===== config.mk =====
export PLATFORM = sky130hd
export DESIGN_NAME = config_loader
export DESIGN_NICKNAME = d
export VERILOG_FILES = /design/src/rtl/fpga_cfg_pkg.sv /design/src/rtl/cfg_crc8.sv /design/src/rtl/config_loader.sv
export SDC_FILE = /design/constraint.sdc
export NUM_CORES = 1
export LEC_CHECK = 0
export ABC_CLOCK_PERIOD_IN_PS = 7300
export BUFFER_PORTS_ARGS = -buffer_cell sky130_fd_sc_hd__buf_2
export CORE_ASPECT_RATIO = 1.1
export CORE_MARGIN = 2
export CORE_UTILIZATION = 44
export CTS_CLUSTER_DIAMETER = 30
export DETAILED_ROUTE_END_ITERATION = 7
export SLEW_MARGIN = 20
export SYNTH_ARGS = -nofsm -noshare
export SYNTH_HDL_FRONTEND = slang
export SYNTH_HIERARCHICAL = 1
export SYNTH_SLANG_ARGS = --single-unit
export TNS_END_PERCENT = 1

===== constraint.sdc =====
create_clock -name clk -period 7.3 [get_ports clk]
set_clock_uncertainty 0.2 [all_clocks]
set_input_delay 1.46 -clock clk [delete_from_list [all_inputs] [get_ports clk]]
set_output_delay 1.46 -clock clk [all_outputs]
set_load 0.1 [all_outputs]

===== src/rtl/fpga_cfg_pkg.sv =====
// Shared types for the FPGA configuration loader.
// Holds the loader FSM state enum, the CRC-8 polynomial and a CRC step helper.
package fpga_cfg_pkg;

  typedef enum logic [2:0] {
    IDLE,
    FETCH,
    SHIFT_LO,
    SHIFT_HI,
    CHECK,
    FINISH
  } cfg_state_e;

  localparam logic [7:0] CFG_CRC8_POLY = 8'h07;

  function automatic logic [7:0] crc8_step(
    input logic [7:0] c,
    input logic       b
  );
    logic fb;
    fb = c[7] ^ b;
    return {c[6:0], 1'b0} ^ (fb ? CFG_CRC8_POLY : 8'h00);
  endfunction

endpackage


===== src/rtl/cfg_crc8.sv =====
// Bit-serial CRC-8 (MSB-first, init 0x00) over the shifted bitstream.
// Ports: clk, reset, clear (restart at 0), bit_en/bit_in (one bit), crc (running value).
module cfg_crc8
  import fpga_cfg_pkg::*;
(
  input  logic       clk,
  input  logic       reset,
  input  logic       clear,
  input  logic       bit_en,
  input  logic       bit_in,
  output logic [7:0] crc
);

  always_ff @(posedge clk) begin
    if (reset || clear) begin
      crc <= 8'h00;
    end else if (bit_en) begin
      crc <= crc8_step(crc, bit_in);
    end
  end

endmodule


===== src/rtl/config_loader.sv =====
// Loads a fabric scan chain from a word-wide bitstream, 2 clk per bit, MSB-first.
// Ports: clk, reset (sync, active-high); start; cfg_data/cfg_valid/cfg_ready word
// handshake; scan_clk/scan_en/scan_in chain drive; fabric_reset, busy, done, error.
// Optional macro CFG_LOADER_CRC_EN: CRC-8 over the shifted bits, checked against
// one trailing bitstream word; a mismatch raises the sticky error flag.
module config_loader
  import fpga_cfg_pkg::*;
#(
  parameter int CHAIN_LEN = 17,
  parameter int WORD_W    = 8
) (
  input  logic              clk,
  input  logic              reset,
  input  logic              start,
  input  logic [WORD_W-1:0] cfg_data,
  input  logic              cfg_valid,
  output logic              cfg_ready,
  output logic              scan_clk,
  output logic              scan_en,
  output logic              scan_in,
  output logic              fabric_reset,
  output logic              busy,
  output logic              done,
  output logic              error
);

  cfg_state_e state_q, state_d;

  logic [31:0]       bit_cnt_q;
  logic [31:0]       wbit_q;
  logic [WORD_W-1:0] sh_q;
  logic              fab_rst_q;
  logic              last_bit;
  logic              word_end;
  logic              fetch_crc;
  logic              load_go;
  logic              xfer;

  assign last_bit  = (bit_cnt_q + 32'd1) == 32'(CHAIN_LEN);
  assign word_end  = (wbit_q + 32'd1) == 32'(WORD_W);
  assign load_go   = (state_q == IDLE) && start;
  assign xfer      = (state_q == FETCH) && cfg_valid;

  assign fabric_reset = fab_rst_q;

`ifdef CFG_LOADER_CRC_EN
  logic       crc_phase_q;
  logic       crc_got_q;
  logic [7:0] crc_exp_q;
  logic       err_q;
  logic [7:0] crc;
  logic       crc_ok;

  cfg_crc8 u_crc (
    .clk    (clk),
    .reset  (reset),
    .clear  (load_go),
    .bit_en (state_q == SHIFT_HI),
    .bit_in (sh_q[WORD_W-1]),
    .crc    (crc)
  );

  assign crc_ok    = crc == crc_exp_q;
  assign fetch_crc = crc_phase_q;
  assign error     = err_q;

  // The check word travels through FETCH like any other word; CHECK
  // first requests it, then compares once it has arrived.
  always_ff @(posedge clk) begin
    if (reset) begin
      crc_phase_q <= 1'b0;
      crc_got_q   <= 1'b0;
      crc_exp_q   <= 8'h00;
      err_q       <= 1'b0;
    end else begin
      if (load_go) begin
        crc_phase_q <= 1'b0;
        crc_got_q   <= 1'b0;
        err_q       <= 1'b0;
      end
      if (xfer && crc_phase_q) begin
        crc_exp_q <= 8'(cfg_data);
        crc_got_q <= 1'b1;
      end
      if (state_q == CHECK) begin
        if (!crc_got_q) begin
          crc_phase_q <= 1'b1;
        end else if (!crc_ok) begin
          err_q <= 1'b1;
        end
      end
    end
  end
`else
  assign fetch_crc = 1'b0;
  assign error     = 1'b0;
`endif

  always_ff @(posedge clk) begin
    if (reset) begin
      state_q <= IDLE;
    end else begin
      state_q <= state_d;
    end
  end

  always_comb begin
    state_d   = state_q;
    cfg_ready = 1'b0;
    scan_clk  = 1'b0;
    scan_en   = 1'b0;
    scan_in   = 1'b0;
    busy      = state_q != IDLE;
    done      = 1'b0;
    unique case (state_q)
      IDLE: begin
        if (start) state_d = FETCH;
      end
      FETCH: begin
        cfg_ready = 1'b1;
        // Keep the chain enabled across mid-load stalls.
        scan_en   = !fetch_crc && (bit_cnt_q != 32'd0);
        if (cfg_valid) state_d = fetch_crc ? CHECK : SHIFT_LO;
      end
      SHIFT_LO: begin
        scan_en = 1'b1;
        scan_in = sh_q[WORD_W-1];
        state_d = SHIFT_HI;
      end
      SHIFT_HI: begin
        scan_en  = 1'b1;
        scan_clk = 1'b1;
        scan_in  = sh_q[WORD_W-1];
        if (last_bit) begin
`ifdef CFG_LOADER_CRC_EN
          state_d = CHECK;
`else
          state_d = FINISH;
`endif
        end else if (word_end) begin
          state_d = FETCH;
        end else begin
          state_d = SHIFT_LO;
        end
      end
      CHECK: begin
`ifdef CFG_LOADER_CRC_EN
        if (!crc_got_q) state_d = FETCH;
        else if (crc_ok) state_d = FINISH;
        else state_d = IDLE;
`else
        state_d = IDLE;
`endif
      end
      FINISH: begin
        done    = 1'b1;
        state_d = IDLE;
      end
      default: state_d = IDLE;
    endcase
  end

  always_ff @(posedge clk) begin
    if (reset) begin
      bit_cnt_q <= 32'd0;
      wbit_q    <= 32'd0;
      sh_q      <= '0;
      fab_rst_q <= 1'b1;
    end else begin
      if (load_go) begin
        bit_cnt_q <= 32'd0;
        wbit_q    <= 32'd0;
        fab_rst_q <= 1'b1;
      end
      if (xfer && !fetch_crc) begin
        sh_q   <= cfg_data;
        wbit_q <= 32'd0;
      end
      if (state_q == SHIFT_HI) begin
        bit_cnt_q <= bit_cnt_q + 32'd1;
        wbit_q    <= wbit_q + 32'd1;
        sh_q      <= {sh_q[WORD_W-2:0], 1'b0};
      end
      if (state_q == FINISH) fab_rst_q <= 1'b0;
    end
  end

endmodule

==> metrics <==
outcome=finished, final reports clean; Design Power=0.9000 mW; Crit Reg-Reg Startpoint=bit_cnt_q[0]; initial detailed-routing violation count=415; crit-path most repeated cell=nor3_1; R2R setup slack=3910 ps; H-tree Lvls=3; VDD IR max=0.1196 mV; Critical Path RT=5640 ps; Worst path max stage delay=350 ps; minimum clock period=3631 ps; Routed WL per cell=15.83 um; design area=0.005498 mm^2; most instantiated cells after synthesis=nor2_1 (80), dfxtp_1 (76), nand2_1 (64), o21ai_0 (60); num ports=20; area grow syn2layout=6.007%; via count=4,929; Final Hold Viols=0; yosys warns=6; met2 wire len=6.294 mm; largest net degree at the start of global routing=54; unrepaired setup endpoints after global routing=no; post-synthesis sequential area ratio=29.34%; Power Density=163.7 mW/mm^2; syn_area_per_cell=7.495 um^2; CP max FO=6; initial antenna violation count=0; Pint=0.6656 mW; crit path from=bit_cnt_q[31]; Post-Place Cell Area=0.005228 mm^2; Yosys reg bits=76; final core occ=47.84%; die height=117.9 um; # clock sinks=76; ANT nets after route=0; vias in the first global route=4,656; final worst slack=3669 ps; I/O Buffers=18; Critical Path Start Type=flop; Die ar.=0.01267 mm^2; Crit. End Element=output port; Worst Hold Path Cells=2; DP HPWL=8.760 mm; setup TNS=0 ps; synth unique cells=79; FF-to-FF End=state_q[0]; critical path arrival=1970 ps; LEAKAGE=1.913 nW; DR DRC count=0; CTS Root Cell=clkbuf_16; hold_sp=sh_q[6]; die width=107.5 um; filler instances=1,161; CTS buffer count=9; core area=0.01149 mm^2; worst-skew pair later-pin latency=350 ps; post-CTS setup buffers=0; drt total wl=12.95 mm; Post-synth ARST share=0%; layout cell share with drive strength beyond 1=10.18%; crit path cell chain=or2_2 -> nor3_1 -> nand3_1 -> nor3_1 -> nor3_1 -> buf_2; combinational group share of total power=7.2%; Post-Syn Instances=692; final period utilization=49.73%; switch share=26.04%; R2R depth=9; Hold WC Path Type=reg -> reg; WL met1=6.001 mm; Rows=41; Post-synth EDFFs=0; n_diodes=0; Hold EP=sh_q[7]; clock network power share=45.9%; Placement Setup Slack=3777 ps; Overflow after GRT=0; Psw=0.2344 mW; slowest CP cell=dfxtp_1; top routing layer in use=met4; maxcap violations=0; worst slew pin tran=1049 ps; Setup CP Type=reg -> out; Synth Flop Type=dfxtp_1; Net count, final=679; worst relative slew slack=29.78%; final setup fails=0; gpl congestion=0.8839; CTS Hold Bufs=0; metal3 WL=354 um; initial core utilization=45.13%; CTS tree=yes; syn_nets=708; CTS clock-pin slew for the worst setup and hold paths=60 ps; post-CTS sizing=0; global-route wire length before repair=22.49 mm; Clock Path Buffers=2; Slew Viols, Final=0; DR pass1 iterations=4; most frequent cell after synthesis=nor2_1; Tot GR Track Use=21.54%; top cell type's share of synthesized area=29.34%; top cells by area, synth=dfxtp_1 (29%), nor2_1 (5.8%), o21ai_0 (5.8%); part of the power in registers=46.9%; Vias/cell=6.026; Highest Clock Rate=0.2754 GHz; leading area contributor after synthesis=dfxtp_1; Synth Cell Area=0.005186 mm^2
final cells by class:
class	count	area (um^2)	share of cell area, %
Inverter	7	26.28	0.4779
Clock inverter	6	41.29	0.7510
Timing Repair Buffer	24	135.1	2.458
Clock buffer	10	229.0	4.165
Tap cell	150	187.7	3.414
Multi-Input combinational cell	545	3357	61.06
Sequential cell	76	1521	27.67
registers in the layout, indices dropped and copies added, names as in the netlist:
signal	flops
wbit_q	32
bit_cnt_q	32
sh_q	8
state_q	3
fabric_reset	1
layout by cell type, fill, tap and decap left out, types with 14 or more instances in the layout:
cell type / netlist / layout
nand2_1: 64 / 64
buf_2: 17 / 18
nand3_1: 41 / 41
nand4_1: 23 / 23
dfxtp_1: 76 / 76
nor3_1: 26 / 25
o21ai_0: 60 / 60
a21oi_1: 41 / 41
and3_1: 16 / 16
xor2_1: 14 / 14
nor2_1: 80 / 80
worst max path at each step:
stage,to,slack (ps),depth (start not counted)
after global placement,wbit_q[12],3830,5
after detailed placement,wbit_q[12],3780,5
after global routing,scan_en,3510,6
after floorplan,scan_en,2810,6
final,scan_en,3670,6
after CTS,scan_en,3680,6
kinds of logic after synthesis:
group,count (synthesis),share of synthesized area (%)
and+or+nand+nor,320,33.46
muxes,12,2.437
DFF,76,29.34
xor gates and xnor gates,26,4.391
AOI/OAI and AO/OA,182,23.19
buffers and inverters,71,6.152
other,1,0.07231
adders and majority gates,4,0.9651
critical path, delay by kind of cell (launching register included):
family | cells | cell delay [ps]
simple gates | 5 | 980
flops | 1 | 350
buf+inv | 1 | 300
per-layer routing:
layer / vias to the layer above / GRT usage [%]
met5: - / 0
met1: 2355 / 27.39
met2: 61 / 35.77
li1: 2490 / -
met3: 23 / 2.990
met4: 0 / 9.776
through the flow:
stage	std cells	hold slack [ps]
final	818	298.6
after global routing	818	327.8
after CTS	818	301.0
after detailed placement	802	292.7
after global placement	802	282.3
after floorplan	692	272.5
power groups by stage:
stage / clock [mW] / sequential [mW] / combinational [mW]
after CTS: 0.424 / 0.422 / 0.0655
after detailed placement: 0 / 0.431 / 0.0656
after global placement: 0 / 0.431 / 0.0646
after global routing: 0.439 / 0.422 / 0.0710
after floorplan: 0 / 0.429 / 0.0508
final: 0.413 / 0.422 / 0.0649
Note: power is estimated with default switching activity, not from simulation.
